**src/rtl/gfx_pkg.sv**
```systemverilog
// Shared types for the rasterizer pixel-write responder and its clip helper.
// The optional statistics counters are enabled by defining GFX_CLIP_STATS_EN.
package gfx_pkg;

  typedef enum logic [1:0] {
    IDLE = 2'd0,
    FWD  = 2'd1,
    ACK  = 2'd2
  } clip_state_e;

  localparam int unsigned POINT_WIDTH_DEF = 32'd16;
  localparam int unsigned CNT_WIDTH_DEF   = 32'd32;

endpackage

```
**src/rtl/gfx_clip_test.sv**
```systemverilog
// Combinational inside test: pixel must lie on the target surface and, when
// clipping is enabled, inside the half-open clip rectangle [x0,x1) x [y0,y1).
module gfx_clip_test
  import gfx_pkg::*;
#(
  parameter int unsigned point_width = POINT_WIDTH_DEF
) (
  input  logic [point_width-1:0] x_i,
  input  logic [point_width-1:0] y_i,
  input  logic                   clipping_enable_i,
  input  logic [point_width-1:0] clip_x0_i,
  input  logic [point_width-1:0] clip_y0_i,
  input  logic [point_width-1:0] clip_x1_i,
  input  logic [point_width-1:0] clip_y1_i,
  input  logic [point_width-1:0] target_size_x_i,
  input  logic [point_width-1:0] target_size_y_i,
  output logic                   inside_o
);

  logic in_target_s;
  logic in_clip_s;

  // Empty rectangles and zero-sized targets fall out naturally as "never inside".
  assign in_target_s = (x_i < target_size_x_i) & (y_i < target_size_y_i);
  assign in_clip_s   = (x_i >= clip_x0_i) & (x_i < clip_x1_i) &
                       (y_i >= clip_y0_i) & (y_i < clip_y1_i);
  assign inside_o    = in_target_s & (~clipping_enable_i | in_clip_s);

endmodule

```
**src/rtl/gfx_clip_responder.sv**
```systemverilog
// Responder end of the rasterizer pixel-write handshake: drops clipped pixels,
// forwards the rest to the fragment stage. Statistics ports: GFX_CLIP_STATS_EN.
module gfx_clip_responder
  import gfx_pkg::*;
#(
  parameter int unsigned point_width = POINT_WIDTH_DEF
`ifdef GFX_CLIP_STATS_EN
  ,
  parameter int unsigned cnt_width   = CNT_WIDTH_DEF
`endif
) (
  input  logic                   clk_i,
  input  logic                   rst_ni,
  input  logic                   write_i,
  input  logic [point_width-1:0] x_i,
  input  logic [point_width-1:0] y_i,
  input  logic [point_width-1:0] u_i,
  input  logic [point_width-1:0] v_i,
  output logic                   ack_o,
  input  logic                   clipping_enable_i,
  input  logic [point_width-1:0] clip_x0_i,
  input  logic [point_width-1:0] clip_y0_i,
  input  logic [point_width-1:0] clip_x1_i,
  input  logic [point_width-1:0] clip_y1_i,
  input  logic [point_width-1:0] target_size_x_i,
  input  logic [point_width-1:0] target_size_y_i,
  output logic                   frag_write_o,
  output logic [point_width-1:0] frag_x_o,
  output logic [point_width-1:0] frag_y_o,
  output logic [point_width-1:0] frag_u_o,
  output logic [point_width-1:0] frag_v_o,
  input  logic                   frag_ack_i,
`ifdef GFX_CLIP_STATS_EN
  input  logic                   stats_clr_i,
  output logic [cnt_width-1:0]   pass_count_o,
  output logic [cnt_width-1:0]   discard_count_o,
`endif
  output logic                   busy_o
);

  clip_state_e            state_q, state_d;
  logic                   ack_q, ack_d;
  logic                   frag_write_q, frag_write_d;
  logic                   busy_q, busy_d;
  logic [point_width-1:0] frag_x_q, frag_x_d;
  logic [point_width-1:0] frag_y_q, frag_y_d;
  logic [point_width-1:0] frag_u_q, frag_u_d;
  logic [point_width-1:0] frag_v_q, frag_v_d;
  logic                   inside_s;

  gfx_clip_test #(
    .point_width (point_width)
  ) u_clip_test (
    .x_i               (x_i),
    .y_i               (y_i),
    .clipping_enable_i (clipping_enable_i),
    .clip_x0_i         (clip_x0_i),
    .clip_y0_i         (clip_y0_i),
    .clip_x1_i         (clip_x1_i),
    .clip_y1_i         (clip_y1_i),
    .target_size_x_i   (target_size_x_i),
    .target_size_y_i   (target_size_y_i),
    .inside_o          (inside_s)
  );

  // Next-state and output decode; ACK is a one-cycle guard where write_i is ignored.
  always_comb begin
    state_d      = state_q;
    ack_d        = 1'b0;
    frag_write_d = frag_write_q;
    frag_x_d     = frag_x_q;
    frag_y_d     = frag_y_q;
    frag_u_d     = frag_u_q;
    frag_v_d     = frag_v_q;
    case (state_q)
      IDLE: begin
        if (write_i) begin
          frag_x_d = x_i;
          frag_y_d = y_i;
          frag_u_d = u_i;
          frag_v_d = v_i;
          if (inside_s) begin
            state_d      = FWD;
            frag_write_d = 1'b1;
          end else begin
            state_d = ACK;
            ack_d   = 1'b1;
          end
        end else begin
          state_d = IDLE;
        end
      end
      FWD: begin
        if (frag_ack_i) begin
          state_d      = ACK;
          frag_write_d = 1'b0;
          ack_d        = 1'b1;
        end else begin
          frag_write_d = 1'b1;
        end
      end
      ACK: begin
        state_d      = IDLE;
        frag_write_d = 1'b0;
      end
      default: begin
        state_d      = IDLE;
        frag_write_d = 1'b0;
      end
    endcase
    busy_d = (state_d != IDLE);
  end

  // State and registered outputs.
  always_ff @(posedge clk_i or negedge rst_ni) begin
    if (!rst_ni) begin
      state_q      <= IDLE;
      ack_q        <= 1'b0;
      frag_write_q <= 1'b0;
      busy_q       <= 1'b0;
      frag_x_q     <= '0;
      frag_y_q     <= '0;
      frag_u_q     <= '0;
      frag_v_q     <= '0;
    end else begin
      state_q      <= state_d;
      ack_q        <= ack_d;
      frag_write_q <= frag_write_d;
      busy_q       <= busy_d;
      frag_x_q     <= frag_x_d;
      frag_y_q     <= frag_y_d;
      frag_u_q     <= frag_u_d;
      frag_v_q     <= frag_v_d;
    end
  end

  assign ack_o        = ack_q;
  assign frag_write_o = frag_write_q;
  assign busy_o       = busy_q;
  assign frag_x_o     = frag_x_q;
  assign frag_y_o     = frag_y_q;
  assign frag_u_o     = frag_u_q;
  assign frag_v_o     = frag_v_q;

`ifdef GFX_CLIP_STATS_EN
  localparam logic [cnt_width-1:0] CNT_ONE = {{(cnt_width-1){1'b0}}, 1'b1};

  logic                 pass_inc_s, discard_inc_s;
  logic [cnt_width-1:0] pass_q, pass_d, discard_q, discard_d;

  assign pass_inc_s    = (state_q == IDLE) & write_i & inside_s;
  assign discard_inc_s = (state_q == IDLE) & write_i & ~inside_s;

  // Saturating counters; a clear coinciding with an increment leaves a count of one.
  always_comb begin
    pass_d    = pass_q;
    discard_d = discard_q;
    if (stats_clr_i) begin
      pass_d    = pass_inc_s    ? CNT_ONE : '0;
      discard_d = discard_inc_s ? CNT_ONE : '0;
    end else begin
      if (pass_inc_s && (pass_q != '1)) begin
        pass_d = pass_q + CNT_ONE;
      end else begin
        pass_d = pass_q;
      end
      if (discard_inc_s && (discard_q != '1)) begin
        discard_d = discard_q + CNT_ONE;
      end else begin
        discard_d = discard_q;
      end
    end
  end

  // Counter registers.
  always_ff @(posedge clk_i or negedge rst_ni) begin
    if (!rst_ni) begin
      pass_q    <= '0;
      discard_q <= '0;
    end else begin
      pass_q    <= pass_d;
      discard_q <= discard_d;
    end
  end

  assign pass_count_o    = pass_q;
  assign discard_count_o = discard_q;
`endif

endmodule

```
**config.mk**
```make
export PLATFORM = sky130hd
export DESIGN_NAME = gfx_clip_responder
export DESIGN_NICKNAME = d
export VERILOG_FILES = /design/src/rtl/gfx_pkg.sv /design/src/rtl/gfx_clip_test.sv /design/src/rtl/gfx_clip_responder.sv
export SDC_FILE = /design/constraint.sdc
export NUM_CORES = 1
export LEC_CHECK = 0
export ABC_AREA = 1
export BUFFER_PORTS_ARGS = -buffer_cell sky130_fd_sc_hd__buf_2
export CORE_MARGIN = 5
export CORE_UTILIZATION = 50
export DETAILED_ROUTE_END_ITERATION = 6
export PLACE_DENSITY = 0.85
export SLEW_MARGIN = 20
export SYNTH_ARGS = -nofsm -noshare
export SYNTH_HDL_FRONTEND = slang
export SYNTH_SLANG_ARGS = --single-unit
```
**constraint.sdc**
```tcl
create_clock -name clk_i -period 1.95 [get_ports clk_i]
set_clock_uncertainty 0.05 [all_clocks]
set_input_delay 0.195 -clock clk_i [delete_from_list [all_inputs] [get_ports clk_i]]
set_output_delay 0.195 -clock clk_i [all_outputs]
set_load 0.02 [all_outputs]
```
==> flow_summary_export.csv <==
group,metric,value,unit
floorplan,dieArea,12190,um2
place,routabilityCongestion,0.8616,
pwr,power_leakage,4.281,nW
yosys,ys_ff_latch,69,
min_path,min_to,"frag_v_o[12]",
layout,fin_nets,1188,
timing,drv_slew,0,
yosys,syn_area,5042,um2
clock_tree,cts_tree,"yes",
timing,fin_crit_sh,78.69,%
floorplan,num_rows,36,
route,wl_per_cell,13.46,um
timing,rsz0062_at_grt,"false",
floorplan,start_util,51.35,%
setup_path,worst-endpoint-required,2.18,ns
clock_tree,clock_path_buffers,2,
setup_path,cp_max_fo,46,
layout,register_area,1727,um2
yosys,synth_ff_type,"dfrtp_1",
route,drc,0,
setup_path,reg2reg_from,"state_q[0]",
route,vias,5088,
clock_tree,cts.sinks,69,
timing,tns,0,ns
clock_tree,post_cts_buffers,0,
grt,grt_busiest_layer,"met2",
setup_path,r2r_cells,6,
clock_tree,clkTransAtPathRegs,0.08,ns
place,port_buffers,231,
grt,grt_max_degree,47,
pwr,totalPowerFinal,5.476,mW
layout,area_growth_syn_to_layout,33.03,%
grt,grt_pass1_wl,23550,um
grt,grt_use_met3,5.744,%
floorplan,core_area,9819,um2
yosys,syn-num-nets,941,
route,first_pass_iters,4,
route,ant_nets,0,
pwr,p_per_area,816.4,nW/um2
layout,drive_above_1_share,28.21,%
min_path,hp-start,"v_i[12]",
floorplan,ios,232,
route,drtIter0Drc,271,
setup_path,critical_path_arrival,1.76,ns
yosys,syn_inst,684,
grt,overflow,0,
yosys,synth.distinct_cells,27,
layout,fillers,834,
status,run_status,"complete, no violations",
yosys,syn_area_per_cell,7.372,um2
floorplan,die-height,110.4,um
setup_path,critPathLaunchType,"register",
yosys,synth_seq_area_share,34.24,%
grt,grtUsageMet2,40.74,%
yosys,async_reset_ff_share,100.0,%
grt,antenna_found_initial,0,
setup_path,worstSetupStartpoint,"state_q[0]",
timing,finalHoldViolations,0,
min_path,hold_depth,3,
clock_tree,insertion_delay,0.34,ns
yosys,yosysWarningCount,0,
setup_path,critPathKind,"reg2reg",
timing,min_period,1.534,ns
timing,worst_pin_slew,0.5089,ns
run,max_cap_viol_count,0,
setup_path,reg2reg_to,"frag_u_o[9]",
place,dpl.hpwl,11680,um
setup_path,cp-end-kind,"register",
clock_tree,ctsRootBufferMaster,"clkbuf_8",
timing,setup_viol,0,
layout,multi_input_area,2789,um2
pwr,max-vdd-ir-drop,0.4325,mV
min_path,hold_class,"in2reg",
setup_path,reg2reg_setup_slack,0.42,ns
layout,antenna_cells,0,
clock_tree,cts_buffers,9,
grt,use_met1,28.58,%
clock_tree,cts_max_level,3,
route,drt_wl_total,14390,um
grt,grt_pass1_vias,5024,
floorplan,dieWidth,110.4,um
timing,fmax,0.6517,GHz
grt,globalRouteTotalUtil,23.37,%
route,via_per_inst,4.760,
yosys,synth_edf_count,0,
timing,max-slew-margin-rel,66.08,%
## placed cells by master (no fill, tap or decap), drive strengths merged, types with 4 or more instances in the layout
| cell | netlist | routed |
|---|---|---|
| a21oi | 37 | 37 |
| buf | 12 | 235 |
| clkbuf | 2 | 10 |
| nand2 | 286 | 286 |
| o21ai | 10 | 10 |
| o21a | 4 | 4 |
| nor3 | 5 | 5 |
| ha | 92 | 92 |
| nor2 | 23 | 23 |
| dlygate4sd3 | 0 | 15 |
| dfrtp | 69 | 69 |
| nand4 | 8 | 8 |
| nand3 | 8 | 8 |
| inv | 117 | 117 |
## report_power, final
group          internal [mW]  leakage, nW  switching (mW)
Combinational          0.782         3.33            1.39
Clock                  0.718       0.0985           0.569
Sequential              1.81        0.851           0.202
## layout make-up
class	count	share of cell area, %
multi-input combinational	482	41.58
sequential	69	25.74
timing repair buffer	250	20.33
inverter	119	6.659
tap	133	2.481
clock buffer	10	1.903
clock inverter	6	1.306
## routing by layer
layer  up-vias  share of wire (%)
met3        16                7.8
met4         0                1.4
met1      2268                 43
met2       187                 48
met5         -                  0
li1       2617                  -
## cell families after synthesis
family | Yosys count | share of synthesized area (%)
buf+inv | 133 | 10.55
fa+ha+maj | 92 | 22.83
simple gates | 333 | 26.15
flops | 69 | 34.24
compound gates | 57 | 6.228
## synth_stat cells (2+ instances only)
cell type / number / area [um2]
a211oi_1: 2 / 15.01
a21oi_1: 37 / 185.2
buf_2: 5 / 25.02
buf_4: 7 / 52.55
clkbuf_1: 2 / 7.510
clkinv_1: 2 / 7.510
dfrtp_1: 69 / 1727
ha_1: 92 / 1151
inv_1: 110 / 412.9
inv_2: 7 / 26.28
nand2_1: 285 / 1070
nand3_1: 8 / 40.04
nand4_1: 8 / 50.05
nor2_1: 21 / 78.83
nor2_2: 2 / 12.51
nor3_1: 3 / 15.01
nor3_2: 2 / 20.02
o21a_1: 4 / 30.03
o21ai_0: 5 / 25.02
o21ai_1: 4 / 20.02
o21bai_1: 3 / 22.52
## registers in the layout, summed over array words and instances (netlist names)
| signal | flops |
|---|---|
| frag_v_o | 16 |
| frag_x_o | 16 |
| frag_y_o | 16 |
| busy_o | 1 |
| state_q | 2 |
| frag_write_o | 1 |
| ack_o | 1 |
| frag_u_o | 16 |
## critical path, stage by stage (launching register included)
cell     delay [ns]
dfrtp_1        0.41
nor2_1         0.17
inv_2          0.06
nor2_4         0.10
buf_4          0.44
nand2_1        0.12
nand2_1        0.10
## worst max path at each step
| stage | cells past startpoint | endpoint | slack [ns] |
|---|---|---|---|
| after global placement | 11 | ack_o | 0.15 |
| after CTS | 6 | frag_u_o[9] | 0.43 |
| after detailed placement | 13 | ack_o | 0.13 |
| after global routing | 13 | ack_o | 0.28 |
| after floorplan | 13 | ack_o | 0.51 |
| final | 6 | frag_u_o[9] | 0.42 |
## stage by stage
step,instances,util (%),hold WS [ns],setup WS [ns],area (um2)
finish,1069,68.31,0.01025,0.4156,6708
floorplan,684,-,-0.1506,0.5081,5042
CTS,1068,68.21,0.0008973,0.4254,6698
global route,1069,68.31,0.002699,0.2800,6708
detailed placement,1038,64.59,0.1022,0.1341,6342
global placement,1038,64.59,0.09972,0.1482,6342
## repair_timing
item	in CTS	in global routing
gates resized for setup	0	0
hold buffers	14	1
endpoints found under the hold margin	41	1
Power figures use the tool's default switching activity.
